$ cat src/rtl/shift_arbiter_pkg.sv
// Shared types and constants for the two-requester shifter arbiter.
// Imported by the arbiter top and by the shared shifter.
package shift_arbiter_pkg;

  typedef enum logic [1:0] {
    S_IDLE = 2'b00,
    S_EXEC = 2'b01,
    S_RESP = 2'b10
  } state_t;

  localparam logic DIR_RIGHT = 1'b0;
  localparam logic DIR_LEFT  = 1'b1;
  localparam logic SH_LOGIC  = 1'b0;
  localparam logic SH_ARITH  = 1'b1;

  typedef struct packed {
    logic [31:0] data;
    logic [4:0]  shamt;
    logic        dir;
    logic        lora;
  } shift_op_t;

endpackage

$ cat src/rtl/shift_arbiter_shift32.sv
// Generic 32-bit combinational shifter: logical left, logical right, arithmetic right.
// The lora select only matters for right shifts.
module shift_arbiter_shift32
  import shift_arbiter_pkg::*;
(
  input  logic [31:0] in,
  input  logic [4:0]  sh_amt,
  input  logic        direction,
  input  logic        lora,
  output logic [31:0] out
);

  always_comb begin
    if (direction == DIR_RIGHT && lora == SH_ARITH) begin
      out = $signed(in) >>> sh_amt;
    end else if (direction == DIR_RIGHT && lora == SH_LOGIC) begin
      out = in >> sh_amt;
    end else begin
      out = in << sh_amt;
    end
  end

endmodule

$ cat src/rtl/shift_arbiter.sv
// Shares one 32-bit shifter between two requesters: arbitrate, latch, shift for
// one cycle, then hold the registered result until the owner acknowledges it.
module shift_arbiter
  import shift_arbiter_pkg::*;
#(
  parameter int RR_MODE = 1,
  parameter int CNT_W   = 16
) (
  input  logic             clk,
  input  logic             reset,
  input  logic             req0_valid,
  output logic             req0_ready,
  input  logic [31:0]      req0_data,
  input  logic [4:0]       req0_shamt,
  input  logic             req0_dir,
  input  logic             req0_lora,
  output logic             rsp0_valid,
  output logic [31:0]      rsp0_data,
  input  logic             rsp0_ack,
  input  logic             req1_valid,
  output logic             req1_ready,
  input  logic [31:0]      req1_data,
  input  logic [4:0]       req1_shamt,
  input  logic             req1_dir,
  input  logic             req1_lora,
  output logic             rsp1_valid,
  output logic [31:0]      rsp1_data,
  input  logic             rsp1_ack,
  output logic             busy,
  output logic [CNT_W-1:0] ops_done
);

  state_t      state, state_nxt;
  logic        last_grant;
  logic        owner;
  shift_op_t   op;
  shift_op_t   req0_op, req1_op;
  logic [31:0] result;
  logic [31:0] shift_out;
  logic [1:0]  grant;
  logic        accept;
  logic        owner_ack;

  assign req0_op   = '{data: req0_data, shamt: req0_shamt, dir: req0_dir, lora: req0_lora};
  assign req1_op   = '{data: req1_data, shamt: req1_shamt, dir: req1_dir, lora: req1_lora};
  assign accept    = req0_ready | req1_ready;
  assign owner_ack = owner ? rsp1_ack : rsp0_ack;

  // On a tie, round-robin hands the grant to whoever did not win last time.
  always_comb begin
    // NOTE: every always_comb output gets a default first so no path can infer a latch.
    grant = 2'b00;
    case ({req1_valid, req0_valid})
      2'b01:   grant = 2'b01;
      2'b10:   grant = 2'b10;
      2'b11:   grant = (RR_MODE != 0 && last_grant == 1'b0) ? 2'b10 : 2'b01;
      default: grant = 2'b00;
    endcase
  end

  always_ff @(posedge clk) begin
    // NOTE: sequential state uses non-blocking assignments so all flops update together.
    if (reset) state <= S_IDLE;
    else       state <= state_nxt;
  end

  always_comb begin
    state_nxt = state;
    case (state)
      S_IDLE:  if (accept) state_nxt = S_EXEC;
      S_EXEC:  state_nxt = S_RESP;
      S_RESP:  if (owner_ack) state_nxt = S_IDLE;
      default: state_nxt = S_IDLE;
    endcase
  end

  always_comb begin
    req0_ready = 1'b0;
    req1_ready = 1'b0;
    rsp0_valid = 1'b0;
    rsp1_valid = 1'b0;
    rsp0_data  = '0;
    rsp1_data  = '0;
    busy       = (state != S_IDLE);
    if (state == S_IDLE) begin
      req0_ready = grant[0];
      req1_ready = grant[1];
    end
    if (state == S_RESP) begin
      if (owner) begin
        rsp1_valid = 1'b1;
        rsp1_data  = result;
      end else begin
        rsp0_valid = 1'b1;
        rsp0_data  = result;
      end
    end
  end

  // Operand latch, result register and completion counter.
  always_ff @(posedge clk) begin
    if (reset) begin
      last_grant <= 1'b1;
      owner      <= 1'b0;
      op         <= '0;
      result     <= '0;
      ops_done   <= '0;
    end else begin
      if (accept) begin
        op         <= grant[1] ? req1_op : req0_op;
        owner      <= grant[1];
        last_grant <= grant[1];
      end
      if (state == S_EXEC) result <= shift_out;
      if (state == S_RESP && owner_ack) ops_done <= ops_done + CNT_W'(1);
    end
  end

  shift_arbiter_shift32 u_shift (
    .in        (op.data),
    .sh_amt    (op.shamt),
    .direction (op.dir),
    .lora      (op.lora),
    .out       (shift_out)
  );

endmodule

$ cat config.mk
export PLATFORM = sky130hd
export DESIGN_NAME = shift_arbiter
export DESIGN_NICKNAME = d
export VERILOG_FILES = /design/src/rtl/shift_arbiter_pkg.sv /design/src/rtl/shift_arbiter_shift32.sv /design/src/rtl/shift_arbiter.sv
export SDC_FILE = /design/constraint.sdc
export NUM_CORES = 1
export LEC_CHECK = 0
export CAP_MARGIN = 20
export CORE_MARGIN = 1.5
export CORE_UTILIZATION = 59
export DETAILED_ROUTE_END_ITERATION = 16
export PLACE_DENSITY = 0.89
export SKIP_LAST_GASP = 1
export SLEW_MARGIN = 20
export SYNTH_ARGS = -nofsm -noshare
export SYNTH_HDL_FRONTEND = slang
export SYNTH_SLANG_ARGS = --single-unit
$ cat constraint.sdc
create_clock -name clk -period 6.9 [get_ports clk]
set_clock_uncertainty 0.2 [all_clocks]
set_input_delay 0.69 -clock clk [delete_from_list [all_inputs] [get_ports clk]]
set_output_delay 0.69 -clock clk [all_outputs]
set_load 0.05 [all_outputs]
==> results.cfg <==
[status]
status = completed

[floorplanning]
die_height_um = 128
initial_utilization = 0.605
core_mm2 = 0.0153
die_area_mm2 = 0.0164
die_w_um = 128
ios = 169
std_cell_rows = 45

[pwr]
p_int_mw = 1.32
p_sw_mw = 1.00
clock_power_share = 0.228
total_power_mw = 2.32
power_density_mw_per_mm2 = 212
power_frac_comb = 0.454
p_leak_nw = 3.97
seqPwrFrac = 0.319
swShare = 0.433
vdd_ir_drop_max_uv = 153

[critical_path]
path_class = input port to output port
cp-end-kind = output port
start_kind = input port
critPathRequiredTime_ns = 6.01
crit_arrival_ns = 2.98
critPathTopFamily = buffers and inverters
path_buf_inv = 4
path_max_fanout = 40
cpMaxStageDelayCell = clkdlybuf4s50_1
path_cells = clkdlybuf4s50_1, a21boi_4, buf_4, nand2_1, inv_1, clkdlybuf4s50_1
worst_path_most_repeated_cell = clkdlybuf4s50_1
cpPeakStageDelay_ns = 0.79

[synth]
yosys-top-cells-area = dfxtp_1, mux4_2, mux2i_1
ys_async_sr_fraction = 0
yosysTopAreaCell = dfxtp_1
ys_seq_area_frac = 0.197
yosysWarnings = 0
synth.ff_latch_count = 91
synth_top_area_frac = 0.197
syn_nets = 1122
synth_edf_count = 0
synth.distinct_cells = 68
synth_cells = 1037
synthFlopType = dfxtp_1
syn_area_mm2 = 0.00923
synth_area_per_cell_um2 = 8.90

[place]
port_buffers = 168
gp_congestion = 1.04
dp_hpwl_mm = 23.7
place_ws_ns = 3.03

[drt]
dr.first_iter.drc_count = 1400
first_pass_iters = 6
viasPerCell = 7.18
ant_nets = 0
post_drt_wl_per_cell_um = 25.4
totalWireLength_mm = 33.5
dr_total_vias = 9487
drc = 0

[global_routing]
antenna_found_initial = 0
globalRoute.totalOverflow = 0
grt_max_degree = 80
grt_pass1_vias = 8541
grt_usage = 0.417
grt_pass1_wl_mm = 51.6

[layout]
diodes = 0
drive_gt1_frac = 0.129
final_net_count = 1191
area_growth_pct = 18.8
fillers = 1145

[clock_tree]
htree_levels = 3
post_cts_buffers = 0
cts_root_buf = clkbuf_16
holdBufCountCts = 0
max-clock-path-buffers = 2
cts_tree = done
cts_resized = 0
numCtsBuffers = 9
clk_latency_ns = 0.36
clkSinkCount = 91
path_clk_slew_ns = 0.07

[timing]
finalHoldViolCount = 0
drv_slew = 0
finalSetupViolations = 0
clock.fmax_mhz = 258
fin_crit_sh = 0.561
fin_setup_tns_ns = 0
worstMarginPinSlew_ns = 1.13
postLayoutSetupSlackWorst_ns = 3.03
slew_headroom = 0.241
period_minus_slack_ns = 3.87
rsz0062_at_grt = no

[job]
cap_violations = 0

[worst_hold_path]
min_path_type = register to register
==> sequential cells by signal, summed over array words and instances (netlist names) <==
signal / cells
op: 39
result: 32
ops_done: 16
state: 2
last_grant: 1
owner: 1
==> stage by stage <==
| stage | hold WS (ns) | utilization | instances | cell area [um^2] |
|---|---|---|---|---|
| after global routing | 0.295 | 0.719 | 1322 | 11000 |
| after global placement | 0.234 | 0.699 | 1306 | 10700 |
| after detailed placement | 0.238 | 0.699 | 1306 | 10700 |
| after floorplan | 0.222 | - | 1037 | 9230 |
| final | 0.244 | 0.719 | 1322 | 11000 |
| after CTS | 0.248 | 0.718 | 1322 | 11000 |
==> Yosys cell counts, drive strengths merged, types with 28 or more instances <==
cell and count:
buf 53, mux2i 108, clkbuf 76, and2 38, nand2 58, dfxtp 91
a211oi 54, mux4 89, and3 34, nand3 28, o21ai 38, nor2 127
==> power by group through the flow <==
stage	combinational [mW]	clock, mW	sequential, mW
2_1_floorplan	0.818	0	0.621
3_3_place_gp	0.999	0	0.733
3_5_place_dp	1.01	0	0.740
4_1_cts	1.01	0.530	0.729
5_1_grt	1.10	0.544	0.747
6_report	1.05	0.529	0.740
==> worst min-delay path, cell delays in order (launching register included) <==
cell	delay (ns)
dfxtp_1	0.32
nand2_1	0.05
nand2_1	0.04
==> layout make-up <==
class | instances | area (um^2) | area share
clock inverter | 6 | 72.6 | 0.00662
timing repair buffer | 187 | 1820 | 0.166
inverter | 16 | 60.1 | 0.00548
clock buffer | 10 | 229 | 0.0209
sequential | 91 | 1830 | 0.167
multi-input combinational | 801 | 6690 | 0.610
tap | 211 | 264 | 0.0241
==> worst paths after layout <==
path / start / endpoint / slack, ns / depth (start not counted)
max reg2reg: op[4] / result[6] / 3.45 / 6
min reg2reg: result[14] / result[14] / 0.24 / 2
max: req1_valid / req1_ready / 3.03 / 6
min: result[14] / result[14] / 0.24 / 2
==> cell usage in the layout (no fill, tap or decap), drive strengths merged, types with 5 or more instances in the layout <==
| cell type | instances |
|---|---|
| nor2b | 8 |
| a31oi | 9 |
| clkdlybuf4s50 | 167 |
| nand2 | 58 |
| o22ai | 9 |
| or3 | 12 |
| a22oi | 5 |
| mux2 | 6 |
| or2 | 7 |
| mux4 | 89 |
| a311oi | 7 |
| nor2 | 127 |
| a211oi | 54 |
| o21a | 5 |
| inv | 18 |
| and2 | 38 |
| o211ai | 15 |
| xnor2 | 9 |
| dfxtp | 91 |
| o2111ai | 6 |
| o21ai | 38 |
| buf | 20 |
| nand2b | 10 |
| clkbuf | 10 |
| nand3 | 28 |
| nor4 | 9 |
| o31ai | 8 |
| nor3 | 14 |
| a21oi | 27 |
| mux2i | 108 |
| and3 | 34 |
==> cells by family (layout without fill, tap and decap cells) <==
group                      Yosys count  count (layout)  synth area share
xor gates and xnor gates            11              11            0.0104
AOI/OAI and AO/OA                  224             224             0.171
buffers and inverters              145             219            0.0800
DFF                                 91              91             0.197
muxes                              203             203             0.346
adders and majority gates            1               1           0.00136
and+or+nand+nor                    362             362             0.194
==> metal layers <==
metal | vias up | global-route usage | wire length, um
li1 | 4114 | - | -
met1 | 4449 | 0.561 | 12700
met2 | 793 | 0.641 | 14900
met3 | 131 | 0.0864 | 4110
met4 | 0 | 0.208 | 1810
met5 | - | 0 | 0
Power figures use the tool's default switching activity.
